===== config.mk =====
export PLATFORM = sky130hd
export DESIGN_NAME = des_dec_iter
export DESIGN_NICKNAME = d
export VERILOG_FILES = /design/src/rtl/des_dec_iter.sv
export SDC_FILE = /design/constraint.sdc
export NUM_CORES = 1
export LEC_CHECK = 0
export CORE_MARGIN = 2
export CORE_UTILIZATION = 35
export CTS_CLUSTER_DIAMETER = 60
export DETAILED_ROUTE_END_ITERATION = 10
export DONT_BUFFER_PORTS = 1
export GPL_TIMING_DRIVEN = 0
export PLACE_DENSITY = 0.62
export SYNTH_ARGS = -nofsm -noshare
export SYNTH_HDL_FRONTEND = slang
export SYNTH_SLANG_ARGS = --single-unit

===== constraint.sdc =====
create_clock -name clk -period 4.64 [get_ports clk]
set_clock_uncertainty 0.1 [all_clocks]
set_input_delay 1.392 -clock clk [delete_from_list [all_inputs] [get_ports clk]]
set_output_delay 1.392 -clock clk [all_outputs]
set_load 0.05 [all_outputs]

===== src/rtl/des_dec_iter.sv =====
// Iterative DES decryption core: one Feistel round per cycle, 16 cycles from accept to result.
// Optional key parity flag is built in when DES_DEC_KEY_PARITY_EN is defined.
//
// state | meaning
// IDLE  | waiting for din_vld; din_rdy high
// ROUND | running rounds 0..15, subkeys K16 down to K1
// DONE  | dout/dout_vld held until dout_rdy
module des_dec_iter (
    input  logic        clk,
    input  logic        rst,
    input  logic        din_vld,
    input  logic [63:0] din,
    input  logic [63:0] key,
    output logic        din_rdy,
    output logic        dout_vld,
    input  logic        dout_rdy,
    output logic [63:0] dout,
    output logic        busy,
    output logic        key_err
);

    typedef enum logic [1:0] {IDLE, ROUND, DONE} state_t;

    // Tables hold 1-based DES bit numbers; bit 1 is the MSB of each vector.
    localparam int IP_T [64] = '{
        58, 50, 42, 34, 26, 18, 10, 2,  60, 52, 44, 36, 28, 20, 12, 4,
        62, 54, 46, 38, 30, 22, 14, 6,  64, 56, 48, 40, 32, 24, 16, 8,
        57, 49, 41, 33, 25, 17,  9, 1,  59, 51, 43, 35, 27, 19, 11, 3,
        61, 53, 45, 37, 29, 21, 13, 5,  63, 55, 47, 39, 31, 23, 15, 7};
    localparam int FP_T [64] = '{
        40, 8, 48, 16, 56, 24, 64, 32,  39, 7, 47, 15, 55, 23, 63, 31,
        38, 6, 46, 14, 54, 22, 62, 30,  37, 5, 45, 13, 53, 21, 61, 29,
        36, 4, 44, 12, 52, 20, 60, 28,  35, 3, 43, 11, 51, 19, 59, 27,
        34, 2, 42, 10, 50, 18, 58, 26,  33, 1, 41,  9, 49, 17, 57, 25};
    localparam int E_T [48] = '{
        32,  1,  2,  3,  4,  5,   4,  5,  6,  7,  8,  9,
         8,  9, 10, 11, 12, 13,  12, 13, 14, 15, 16, 17,
        16, 17, 18, 19, 20, 21,  20, 21, 22, 23, 24, 25,
        24, 25, 26, 27, 28, 29,  28, 29, 30, 31, 32,  1};
    localparam int P_T [32] = '{
        16,  7, 20, 21, 29, 12, 28, 17,   1, 15, 23, 26,  5, 18, 31, 10,
         2,  8, 24, 14, 32, 27,  3,  9,  19, 13, 30,  6, 22, 11,  4, 25};
    localparam int PC1_T [56] = '{
        57, 49, 41, 33, 25, 17,  9,   1, 58, 50, 42, 34, 26, 18,
        10,  2, 59, 51, 43, 35, 27,  19, 11,  3, 60, 52, 44, 36,
        63, 55, 47, 39, 31, 23, 15,   7, 62, 54, 46, 38, 30, 22,
        14,  6, 61, 53, 45, 37, 29,  21, 13,  5, 28, 20, 12,  4};
    localparam int PC2_T [48] = '{
        14, 17, 11, 24,  1,  5,   3, 28, 15,  6, 21, 10,
        23, 19, 12,  4, 26,  8,  16,  7, 27, 20, 13,  2,
        41, 52, 31, 37, 47, 55,  30, 40, 51, 45, 33, 48,
        44, 49, 39, 56, 34, 53,  46, 42, 50, 36, 29, 32};
    // One 64-bit word per S-box row, column 0 in the top nibble; index = box*4 + row.
    localparam logic [63:0] SBOX_T [32] = '{
        64'hE4D12FB83A6C5907, 64'h0F74E2D1A6CB9538, 64'h41E8D62BFC973A50, 64'hFC8249175B3EA06D,
        64'hF18E6B34972DC05A, 64'h3D47F28EC01A69B5, 64'h0E7BA4D158C6932F, 64'hD8A13F42B67C05E9,
        64'hA09E63F51DC7B428, 64'hD709346A285ECBF1, 64'hD6498F30B12C5AE7, 64'h1AD069874FE3B52C,
        64'h7DE3069A1285BC4F, 64'hD8B56F03472C1AE9, 64'hA690CB7DF13E5284, 64'h3F06A1D8945BC72E,
        64'h2C417AB6853FD0E9, 64'hEB2C47D150FA3986, 64'h421BAD78F9C5630E, 64'hB8C71E2D6F09A453,
        64'hC1AF92680D34E75B, 64'hAF427C9561DE0B38, 64'h9EF528C3704A1DB6, 64'h432C95FABE17608D,
        64'h4B2EF08D3C975A61, 64'hD0B7491AE35C2F86, 64'h14BDC37EAF680592, 64'h6BD814A7950FE23C,
        64'hD2846FB1A93E50C7, 64'h1FD8A374C56B0E92, 64'h7B419CE206ADF358, 64'h21E74A8DFC90356B};

    function automatic logic [63:0] ip_perm(input logic [63:0] x);
        logic [63:0] y;
        for (int i = 0; i < 64; i++) y[63-i] = x[64-IP_T[i]];
        return y;
    endfunction

    function automatic logic [63:0] fp_perm(input logic [63:0] x);
        logic [63:0] y;
        for (int i = 0; i < 64; i++) y[63-i] = x[64-FP_T[i]];
        return y;
    endfunction

    function automatic logic [55:0] pc1_perm(input logic [63:0] x);
        logic [55:0] y;
        for (int i = 0; i < 56; i++) y[55-i] = x[64-PC1_T[i]];
        return y;
    endfunction

    function automatic logic [47:0] pc2_perm(input logic [55:0] x);
        logic [47:0] y;
        for (int i = 0; i < 48; i++) y[47-i] = x[56-PC2_T[i]];
        return y;
    endfunction

    function automatic logic [3:0] des_sbox(input int box, input logic [5:0] six);
        logic [63:0] row_w;
        row_w = SBOX_T[box*4 + int'({six[5], six[0]})];
        return row_w[63 - 4*int'(six[4:1]) -: 4];
    endfunction

    function automatic logic [31:0] f_func(input logic [31:0] r_in, input logic [47:0] k);
        logic [47:0] x;
        logic [31:0] s;
        logic [31:0] y;
        for (int i = 0; i < 48; i++) x[47-i] = r_in[32-E_T[i]];
        x = x ^ k;
        for (int i = 0; i < 8; i++) s[31-4*i -: 4] = des_sbox(i, x[47-6*i -: 6]);
        for (int i = 0; i < 32; i++) y[31-i] = s[32-P_T[i]];
        return y;
    endfunction

    state_t      state;
    logic [3:0]  cnt;
    logic [31:0] l, r;
    logic [27:0] c, d;
    logic [27:0] c_cur, d_cur;
    logic [31:0] f_out;

    // Walk the key schedule backwards: round 0 uses C0/D0 as loaded, later rounds rotate right.
    always_comb begin
        c_cur = c;
        d_cur = d;
        if (cnt == 4'd1 || cnt == 4'd8 || cnt == 4'd15) begin
            c_cur = {c[0], c[27:1]};
            d_cur = {d[0], d[27:1]};
        end else if (cnt != 4'd0) begin
            c_cur = {c[1:0], c[27:2]};
            d_cur = {d[1:0], d[27:2]};
        end
        f_out = f_func(r, pc2_perm({c_cur, d_cur}));
    end

    always_ff @(posedge clk) begin
        if (rst) begin
            state    <= IDLE;
            cnt      <= 4'd0;
            din_rdy  <= 1'b1;
            dout_vld <= 1'b0;
            busy     <= 1'b0;
            dout     <= 64'h0;
        end else begin
            case (state)
                IDLE: if (din_vld) begin
                    {l, r}  <= ip_perm(din);
                    {c, d}  <= pc1_perm(key);
                    cnt     <= 4'd0;
                    state   <= ROUND;
                    din_rdy <= 1'b0;
                    busy    <= 1'b1;
                end
                ROUND: begin
                    c   <= c_cur;
                    d   <= d_cur;
                    l   <= r;
                    r   <= l ^ f_out;
                    cnt <= cnt + 4'd1;
                    if (cnt == 4'd15) begin
                        dout     <= fp_perm({l ^ f_out, r});
                        dout_vld <= 1'b1;
                        state    <= DONE;
                    end
                end
                DONE: if (dout_rdy) begin
                    dout_vld <= 1'b0;
                    din_rdy  <= 1'b1;
                    busy     <= 1'b0;
                    cnt      <= 4'd0;
                    state    <= IDLE;
                end
                default: begin
                    din_rdy  <= 1'b1;
                    dout_vld <= 1'b0;
                    busy     <= 1'b0;
                    state    <= IDLE;
                end
            endcase
        end
    end

`ifdef DES_DEC_KEY_PARITY_EN
    // DES key bytes carry odd parity; any even byte flags the result without altering it.
    function automatic logic parity_err(input logic [63:0] k);
        logic err;
        err = 1'b0;
        for (int i = 0; i < 8; i++) if (!(^k[8*i +: 8])) err = 1'b1;
        return err;
    endfunction

    always_ff @(posedge clk) begin
        if (rst) key_err <= 1'b0;
        else if (state == IDLE && din_vld) key_err <= parity_err(key);
        else if (state == DONE && dout_rdy) key_err <= 1'b0;
    end
`else
    assign key_err = 1'b0;
`endif

endmodule


==> impl_table.tex, run 1 <==
\begin{tabular}{lr}
\hline
Metric & Value \\
\hline
\multicolumn{2}{l}{\textbf{Global route}} \\
\quad Number of antenna violations at the first check in global routing & 7 \\
\quad Grt total ovfl & 0 \\
\quad Largest net degree at the start of global routing & 40 \\
\quad Number of global-route vias before repair & 12.9k \\
\quad Aggregate global-route resource usage & 26.7\% \\
\quad First-pass GRT wire length & 86,800 um \\
\multicolumn{2}{l}{\textbf{Power}} \\
\quad Sequential Power Share & 26.3\% \\
\quad Cell internal pwr & 4.34 mW \\
\quad Share of power burned in combinational logic & 53.9\% \\
\quad P per Cell Area & 475 nW/um2 \\
\quad Part of the total power dissipated in the clock network & 19.8\% \\
\quad Overall power consumption & 7.95 mW \\
\quad Fraction of power spent switching nets & 45.4\% \\
\quad Standby leakage power & 6.05 nW \\
\quad P\_sw & 3.61 mW \\
\quad Peak supply drop & 255 uV \\
\multicolumn{2}{l}{\textbf{Routing}} \\
\quad Routed vias & 14.0k \\
\quad Vias per cell & 6.11 \\
\quad DRC Markers & 0 \\
\quad Per-cell routed wire length & 26.1 um \\
\quad Final antenna-violating net count & 0 \\
\quad Count of TritonRoute iterations in the first routing pass & 7 \\
\quad Final wirelength & 59,600 um \\
\quad Number of DRC violations after detailed-routing iteration 0 & 1,656 \\
\multicolumn{2}{l}{\textbf{Critical path}} \\
\quad Start point of the critical path & cnt[0]\$\_SDFFE\_PP0P\_ \\
\quad Critical path endpoint & r[16]\$\_DFFE\_PP\_ \\
\quad Number of cells on the worst reg-to-reg path & 17 \\
\quad Critical path's top delay family & buffers and inverters \\
\quad Critical Path RT & 4.74 ns \\
\quad Critical Path Max Stage Delay & 0.38 ns \\
\quad Endpoint of the most critical register-to-register path & r[16]\$\_DFFE\_PP\_ \\
\quad Crit path cell chain & inv\_1, ha\_1, mux2i\_1, mux2\_4, buf\_12, buf\_8, buf\_6, mux2i\_2, xnor2\_2, inv\_1, ha\_1, or3\_1, a31oi\_1, a2111oi\_1, a41oi\_1, xor2\_2, o21ai\_0 \\
\quad Worst-path cell with the longest stage delay & sky130\_fd\_sc\_hd\_\_dfxtp\_2 \\
\quad Top fanout value on the critical path & 10 \\
\quad Crit. path cell count & 17 \\
\quad CP endpoint kind & flop \\
\quad Worst flop-to-flop path startpoint & cnt[0]\$\_SDFFE\_PP0P\_ \\
\quad Type of element launching the critical path & flop \\
\quad Kind of critical path & reg2reg \\
\quad Arrival time at the worst endpoint & 4.64 ns \\
\quad Worst path bufs/invs & 5 \\
\quad Register-to-Register Setup Slack & 0.10 ns \\
\multicolumn{2}{l}{\textbf{Worst hold path}} \\
\quad Hold-critical path depth & 2 \\
\quad Launch instance of the worst min-delay path & cnt[1]\$\_SDFFE\_PP0P\_ \\
\quad Worst min-delay path category & reg2reg \\
\multicolumn{2}{l}{\textbf{Clock tree}} \\
\quad CTS tree & built \\
\quad Largest buffer count on any clock path & 2 \\
\quad TritonCTS Buffers & 17 \\
\quad Number of clock sinks & 193 \\
\quad CTS Root Cell & sky130\_fd\_sc\_hd\_\_clkbuf\_16 \\
\quad Deepest level of the CTS H-tree & 4 \\
\quad Register clock-pin slew on the reported worst setup and hold paths & 0.08 ns \\
\quad Worst-skew pair later-pin latency & 0.49 ns \\
\quad Cts-stage hold buffer count & 0 \\
\multicolumn{2}{l}{\textbf{Yosys}} \\
\quad EDFF count, synth & 120 \\
\quad Gate count after technology mapping & 1,692 \\
\quad Ys Warns & 0 \\
\quad Dominant cell type by area after synthesis & sky130\_fd\_sc\_hd\_\_edfxtp\_1 \\
\quad Mapped Nets & 1,878 \\
\quad Synthesized area & 14,900 um2 \\
\quad Mean area per synthesized cell & 8.80 um2 \\
\quad Number of storage elements in the synthesis netlist & 193 \\
\quad Proportion of netlist area held by the largest area contributor & 24.2\% \\
\quad Sequential element share of the synthesized area & 34.0\% \\
\quad Area contributors post-synth & sky130\_fd\_sc\_hd\_\_edfxtp\_1, sky130\_fd\_sc\_hd\_\_dfxtp\_1, sky130\_fd\_sc\_hd\_\_nand2\_1, sky130\_fd\_sc\_hd\_\_ha\_1, sky130\_fd\_sc\_hd\_\_o21ai\_0 \\
\quad Synth Flop Type & sky130\_fd\_sc\_hd\_\_edfxtp\_1 \\
\quad Fraction of registers with async set/reset & 0\% \\
\quad Netlist cell types & 84 \\
\multicolumn{2}{l}{\textbf{Timing}} \\
\quad Final count of negative-setup-slack endpoints & 0 \\
\quad Transition time at the pin with the least slew margin & 1.16 ns \\
\quad Max-slew headroom at the worst pin & 22.5\% \\
\quad Min Clock Period, post-route & 4.54 ns \\
\quad Setup repair after global routing missed its margin & true \\
\quad F\_max & 220 MHz \\
\quad Setup TNS & 0 ns \\
\quad Fraction of the cycle the final worst path needs & 97.8\% \\
\quad Number of hold-slack violations in the final timing report & 0 \\
\quad Fin. max-slew vios & 0 \\
\multicolumn{2}{l}{\textbf{Floorplanning}} \\
\quad Die outline area & 44,200 um2 \\
\quad Core region area & 41,900 um2 \\
\quad Number of standard-cell rows in the floorplan & 75 \\
\quad Die width & 210 um \\
\quad Starting density of the core & 35.5\% \\
\quad Count of boundary I/O pins & 200 \\
\quad Height of the chip & 210 um \\
\multicolumn{2}{l}{\textbf{Finish}} \\
\quad Count of filler cells inserted in the layout & 4,169 \\
\quad Share of layout cells above drive strength 1 & 15.6\% \\
\quad Total Nets Final & 1,911 \\
\quad Final standard cell utilization of the core & 39.9\% \\
\quad Synthesis-to-layout area growth & 12.4\% \\
\multicolumn{2}{l}{\textbf{Run status}} \\
\quad Result of the run & completed \\
\multicolumn{2}{l}{\textbf{Placed design}} \\
\quad Final estimated routing congestion in global placement & 0.960 \\
\quad Total half-perimeter wirelength after legalization and detailed placement & 44,600 um \\
\quad IO Port Bufs & 0 \\
\multicolumn{2}{l}{\textbf{Flow run}} \\
\quad Max-cap violations & 0 \\
\hline
\end{tabular}
==> sequential cells by signal (all words and copies together), names as in the netlist <==
signal	flops
cnt	4
state	2
l	32
r	32
c	28
d	28
dout_vld	1
busy	1
din_rdy	1
dout	64
==> worst min-delay path, stage by stage (launching register included) <==
cell and delay [ns]:
sky130_fd_sc_hd__dfxtp_2 0.36, sky130_fd_sc_hd__a22oi_1 0.07, sky130_fd_sc_hd__nor2_1 0.08
==> Yosys cell counts (12+ instances only) <==
library cell / instances
sky130_fd_sc_hd__a211oi_1: 28
sky130_fd_sc_hd__a21oi_1: 115
sky130_fd_sc_hd__a31oi_1: 23
sky130_fd_sc_hd__buf_2: 27
sky130_fd_sc_hd__clkbuf_1: 82
sky130_fd_sc_hd__dfxtp_1: 73
sky130_fd_sc_hd__edfxtp_1: 120
sky130_fd_sc_hd__ha_1: 54
sky130_fd_sc_hd__inv_1: 36
sky130_fd_sc_hd__mux2_2: 44
sky130_fd_sc_hd__mux2i_1: 46
sky130_fd_sc_hd__mux2i_4: 12
sky130_fd_sc_hd__mux4_2: 20
sky130_fd_sc_hd__nand2_1: 325
sky130_fd_sc_hd__nand3_1: 62
sky130_fd_sc_hd__nor2_1: 101
sky130_fd_sc_hd__nor3_1: 34
sky130_fd_sc_hd__o211ai_1: 21
sky130_fd_sc_hd__o21ai_0: 130
sky130_fd_sc_hd__o31ai_1: 14
sky130_fd_sc_hd__xnor2_1: 64
sky130_fd_sc_hd__xor2_1: 37
sky130_fd_sc_hd__xor2_2: 12
==> timing repair <==
item	in CTS	in global routing
setup endpoints to repair	53	45
buffers inserted	2	16
gates resized for setup	42	40
pin swaps	0	8
==> cell type report <==
| cell class | instances | area, um2 | area share (%) |
|---|---|---|---|
| multi-input cells | 1329 | 9340 | 55.8 |
| flip-flops and latches | 193 | 5070 | 30.3 |
| plain buffers | 127 | 682 | 4.07 |
| well taps | 539 | 674 | 4.03 |
| clock buffers | 17 | 425 | 2.54 |
| repair buffers | 20 | 200 | 1.20 |
| clock inverters | 15 | 186 | 1.11 |
| inverters | 37 | 148 | 0.882 |
| diodes | 5 | 12.5 | 0.0747 |
==> cells in the final DEF (no fill, tap or decap), types with 33 or more instances in the layout <==
| cell | Yosys | routed |
|---|---|---|
| sky130_fd_sc_hd__nand3_1 | 62 | 62 |
| sky130_fd_sc_hd__clkbuf_1 | 82 | 75 |
| sky130_fd_sc_hd__ha_1 | 54 | 48 |
| sky130_fd_sc_hd__a21oi_1 | 115 | 115 |
| sky130_fd_sc_hd__o21ai_0 | 130 | 128 |
| sky130_fd_sc_hd__edfxtp_1 | 120 | 120 |
| sky130_fd_sc_hd__xor2_1 | 37 | 33 |
| sky130_fd_sc_hd__mux2_2 | 44 | 44 |
| sky130_fd_sc_hd__nor2_1 | 101 | 101 |
| sky130_fd_sc_hd__dfxtp_1 | 73 | 71 |
| sky130_fd_sc_hd__nor3_1 | 34 | 34 |
| sky130_fd_sc_hd__xnor2_1 | 64 | 54 |
| sky130_fd_sc_hd__nand2_1 | 325 | 325 |
==> routing by layer <==
layer,part of all wire [%],GRT usage (%)
met5,0.015,0
met4,4.1,11.8
met2,45,40.7
met3,10,6.17
met1,41,36.1
==> worst min-delay path by stage <==
stage                                       end  slack (ns)
after floorplan             cnt[1]$_SDFFE_PP0P_        0.41
after global placement    dout[28]$_SDFFE_PP0P_        0.44
after detailed placement  dout[48]$_SDFFE_PP0P_        0.45
after CTS                 dout[48]$_SDFFE_PP0P_        0.47
after global routing        cnt[1]$_SDFFE_PP0P_        0.49
final                       cnt[1]$_SDFFE_PP0P_        0.44
==> per-stage QoR <==
step / cell area [um2] / hold WS, ns / setup slack [ns] / instances
6_report: 16700 / 0.440 / 0.101 / 2282
3_5_place_dp: 15600 / 0.453 / -0.935 / 2233
3_3_place_gp: 15600 / 0.440 / -0.841 / 2231
5_1_grt: 16700 / 0.488 / -0.0724 / 2281
4_1_cts: 16400 / 0.473 / -0.0386 / 2263
2_1_floorplan: 14900 / 0.414 / 0.479 / 1692
==> cell families after synthesis <==
logic type	Yosys count	synth area share [%]
AND/OR/NAND/NOR	570	16.2
XOR/XNOR	121	8.24
other	1	0.0252
buffers and inverters	170	5.36
flip-flops	193	34.0
adder cells (fa/ha/maj)	54	4.54
multiplexers	137	12.6
AO/OA/AOI/OAI	446	19.0
==> power by group through the flow <==
stage	combinational [mW]	sequential (mW)	clock [mW]
after detailed placement	3.94	2.12	0
after floorplan	2.92	2.08	0
after CTS	4.05	2.09	1.59
final	4.29	2.09	1.57
after global routing	4.60	2.10	1.66
after global placement	3.92	2.13	0
(Power assumes the default switching activity.)
==> run 2: changes to the inputs <==
ABC_AREA = 1   (was not set)
==> impl_table.tex, run 2 <==
\begin{tabular}{lr}
\hline
Metric & Value \\
\hline
\multicolumn{2}{l}{\textbf{Finish}} \\
\quad Synthesis-to-layout area growth & 9.93\% \\
\quad Post-route cell area & 16,800 um2 \\
\quad Number of flip-flops in the largest register & 64 \\
\quad Total Nets Final & 2,522 \\
\quad Most common cell after layout, fill and taps aside & sky130\_fd\_sc\_hd\_\_nand2\_1 \\
\quad Leading cell types in the layout, fill and taps excluded & sky130\_fd\_sc\_hd\_\_nand2\_1, sky130\_fd\_sc\_hd\_\_nand3\_1, sky130\_fd\_sc\_hd\_\_inv\_1 \\
\quad Fin cells & 2,939 \\
\quad Largest registers & dout x64, l x32, r x32 \\
\quad Share of layout cells above drive strength 1 & 8.05\% \\
\quad Final standard cell utilization of the core & 38.9\% \\
\quad Register containing the most flip-flops in the final layout & dout \\
\multicolumn{2}{l}{\textbf{Global route}} \\
\quad First-pass GRT wire length & 97,400 um \\
\quad Largest net degree at the start of global routing & 21 \\
\quad Aggregate global-route resource usage & 29.9\% \\
\quad Grt total ovfl & 0 \\
\quad Number of global-route vias before repair & 15.1k \\
\quad Number of antenna violations at the first check in global routing & 6 \\
\multicolumn{2}{l}{\textbf{Critical path}} \\
\quad Number of cells on the worst reg-to-reg path & 21 \\
\quad Arrival time at the worst endpoint & 4.48 ns \\
\quad Critical Path RT & 4.81 ns \\
\quad Top fanout value on the critical path & 10 \\
\quad Type of element launching the critical path & flop \\
\quad CP endpoint kind & flop \\
\quad Kind of critical path & reg2reg \\
\multicolumn{2}{l}{\textbf{Floorplanning}} \\
\quad Starting density of the core & 35.4\% \\
\quad Height of the chip & 213 um \\
\quad Die width & 213 um \\
\quad Core region area & 43,100 um2 \\
\quad Die outline area & 45,300 um2 \\
\quad Number of standard-cell rows in the floorplan & 76 \\
\quad Count of boundary I/O pins & 200 \\
\multicolumn{2}{l}{\textbf{Yosys}} \\
\quad Ys Warns & 0 \\
\quad Dominant combinational cell family by area after synthesis & simple AND/OR/NAND/NOR gates \\
\quad Cell with the most instances after synthesis & sky130\_fd\_sc\_hd\_\_nand2\_1 \\
\quad EDFF count, synth & 120 \\
\quad Proportion of netlist area held by the largest area contributor & 23.6\% \\
\quad Number of storage elements in the synthesis netlist & 193 \\
\quad Synthesized area & 15,300 um2 \\
\quad Gate count after technology mapping & 2,311 \\
\quad Netlist cell types & 38 \\
\quad Parity-gate share of the synthesized area counting xor and xnor cells & 3.14\% \\
\quad Multiplexer fraction of the synthesized cell area & 0\% \\
\quad Mean area per synthesized cell & 6.60 um2 \\
\quad Sequential element share of the synthesized area & 33.2\% \\
\quad Fraction of registers with async set/reset & 0\% \\
\quad Top cells by instance count after synthesis & sky130\_fd\_sc\_hd\_\_nand2\_1, sky130\_fd\_sc\_hd\_\_nand3\_1, sky130\_fd\_sc\_hd\_\_inv\_1, sky130\_fd\_sc\_hd\_\_nor2\_1, sky130\_fd\_sc\_hd\_\_edfxtp\_1 \\
\quad Fraction of the mapped netlist area in compound gates & 10.7\% \\
\quad Simple logic cell fraction of the synthesized area & 39.2\% \\
\quad Area contributors post-synth & sky130\_fd\_sc\_hd\_\_edfxtp\_1, sky130\_fd\_sc\_hd\_\_nand2\_1, sky130\_fd\_sc\_hd\_\_nand3\_1, sky130\_fd\_sc\_hd\_\_dfxtp\_1, sky130\_fd\_sc\_hd\_\_inv\_1 \\
\quad Dominant cell type by area after synthesis & sky130\_fd\_sc\_hd\_\_edfxtp\_1 \\
\quad Synth Flop Type & sky130\_fd\_sc\_hd\_\_edfxtp\_1 \\
\quad Mapped Nets & 2,497 \\
\quad Post-synthesis adder-cell area fraction & 4.43\% \\
\multicolumn{2}{l}{\textbf{Placed design}} \\
\quad Total cell area at the placement stage & 16,200 um2 \\
\quad Total placed cells including tap cells & 2,902 \\
\quad Worst slack after detailed placement & 0.403 ns \\
\quad Final estimated routing congestion in global placement & 0.988 \\
\quad Total half-perimeter wirelength after legalization and detailed placement & 52,000 um \\
\quad IO Port Bufs & 0 \\
\multicolumn{2}{l}{\textbf{Clock tree}} \\
\quad Register clock-pin slew on the reported worst setup and hold paths & 0.08 ns \\
\quad CTS-repair resized insts & 0 \\
\quad Cts-stage hold buffer count & 0 \\
\quad Deepest level of the CTS H-tree & 4 \\
\quad CTS Root Cell & sky130\_fd\_sc\_hd\_\_clkbuf\_16 \\
\quad Post-CTS repair timing setup buffer count & 0 \\
\quad Number of clock sinks & 193 \\
\quad TritonCTS Buffers & 17 \\
\quad Worst-skew pair later-pin latency & 0.51 ns \\
\quad Largest buffer count on any clock path & 2 \\
\quad CTS tree & built \\
\multicolumn{2}{l}{\textbf{Timing}} \\
\quad Max-slew headroom at the worst pin & 17.7\% \\
\quad Final count of negative-setup-slack endpoints & 0 \\
\quad Min Clock Period, post-route & 4.30 ns \\
\quad Final WS setup & 0.337 ns \\
\quad Setup repair after global routing missed its margin & false \\
\quad Hold Slack & 0.460 ns \\
\quad F\_max & 232 MHz \\
\quad Setup TNS & 0 ns \\
\quad Transition time at the pin with the least slew margin & 1.23 ns \\
\quad Fraction of the cycle the final worst path needs & 92.7\% \\
\quad Number of hold-slack violations in the final timing report & 0 \\
\quad Fin. max-slew vios & 0 \\
\multicolumn{2}{l}{\textbf{Routing}} \\
\quad Routed vias & 16.3k \\
\quad DRC Markers & 0 \\
\quad Per-cell routed wire length & 22.8 um \\
\quad Final wirelength & 66,900 um \\
\quad Number of DRC violations after detailed-routing iteration 0 & 2,251 \\
\quad Count of TritonRoute iterations in the first routing pass & 6 \\
\quad Final antenna-violating net count & 0 \\
\quad Vias per cell & 5.53 \\
\multicolumn{2}{l}{\textbf{Power}} \\
\quad Part of the total power dissipated in the clock network & 20.9\% \\
\quad Cell internal pwr & 3.87 mW \\
\quad P\_sw & 3.68 mW \\
\quad Sequential Power Share & 27.3\% \\
\quad P per Cell Area & 450 nW/um2 \\
\quad Peak supply drop & 270 uV \\
\quad Fraction of power spent switching nets & 48.8\% \\
\quad Share of power burned in combinational logic & 51.8\% \\
\quad Standby leakage power & 7.97 nW \\
\quad Overall power consumption & 7.55 mW \\
\multicolumn{2}{l}{\textbf{Flow run}} \\
\quad Max-cap violations & 0 \\
\multicolumn{2}{l}{\textbf{Run status}} \\
\quad Result of the run & completed \\
\multicolumn{2}{l}{\textbf{Worst hold path}} \\
\quad Worst min-delay path category & reg2reg \\
\quad Hold-critical path depth & 2 \\
\hline
\end{tabular}
## run 2: cell count changes in the layout (fill, tap and decap cells not counted), sizes merged, moves of 48 or more
cell and change:
nand3 +333, nand2 +569, mux2i -69, mux2 -48
xnor2 -70, inv +177, a21oi -85
## run 2: power groups by stage
stage | clock [mW] | sequential, mW | combinational, mW
floorplan | 0 | 2.06 | 2.72
global placement | 0 | 2.10 | 3.80
detailed placement | 0 | 2.09 | 3.80
CTS | 1.58 | 2.06 | 3.82
global route | 1.64 | 2.07 | 4.36
finish | 1.58 | 2.06 | 3.91
## run 2: worst max-delay path: stages, from the launching register on
cell,delay (ns)
sky130_fd_sc_hd__dfxtp_1,0.34
sky130_fd_sc_hd__inv_1,0.12
sky130_fd_sc_hd__ha_1,0.40
sky130_fd_sc_hd__nand2_2,0.13
sky130_fd_sc_hd__inv_1,0.18
sky130_fd_sc_hd__buf_4,0.24
sky130_fd_sc_hd__buf_2,0.30
sky130_fd_sc_hd__nand2_1,0.08
sky130_fd_sc_hd__nand3_1,0.10
sky130_fd_sc_hd__o21ai_2,0.10
sky130_fd_sc_hd__xor2_1,0.50
sky130_fd_sc_hd__ha_1,0.36
sky130_fd_sc_hd__inv_1,0.14
sky130_fd_sc_hd__nand2_1,0.19
sky130_fd_sc_hd__nand2_1,0.12
sky130_fd_sc_hd__nand2_1,0.05
sky130_fd_sc_hd__nand3_1,0.08
sky130_fd_sc_hd__nand3_1,0.13
sky130_fd_sc_hd__nand3_1,0.14
sky130_fd_sc_hd__nand2_1,0.14
sky130_fd_sc_hd__nand2_1,0.09
sky130_fd_sc_hd__nand2_1,0.05
## run 2: path summary, 6_finish.rpt
path         slack (ns)                start                  end
min reg2reg        0.46  cnt[1]$_SDFFE_PP0P_  cnt[1]$_SDFFE_PP0P_
min                0.46  cnt[1]$_SDFFE_PP0P_  cnt[1]$_SDFFE_PP0P_
max                0.34  cnt[0]$_SDFFE_PP0P_      r[16]$_DFFE_PP_
max reg2reg        0.34  cnt[0]$_SDFFE_PP0P_      r[16]$_DFFE_PP_
## run 2: layer usage
metal	GRT usage, %	part of all wire [%]	up-vias	routed length [um]
met5	0	0.022	-	15
met4	16.7	5.7	2	3800
met3	8.28	10	172	6750
met2	46.4	44	824	29600
met1	37.4	40	7621	26800
li1	-	-	7631	-
## run 2: layout make-up
cell class | count | area (um2)
antenna | 5 | 12.5
buffer | 107 | 644
clock buffer | 18 | 450
clock inverter | 14 | 136
fill | 4694 | 26300
inverter | 211 | 792
multi-input combinational | 1800 | 8790
sequential | 193 | 5060
tap | 585 | 732
timing repair buffer | 6 | 153
## run 2: cell families (layout without fill, tap and decap cells)
family                   after synthesis  in the layout
other                                  1              6
flip-flops                           193            193
AND/OR/NAND/NOR                     1440           1440
buffers and inverters                318            356
adder cells (fa/ha/maj)               54             54
XOR/XNOR                              35             35
AO/OA/AOI/OAI                        270            270
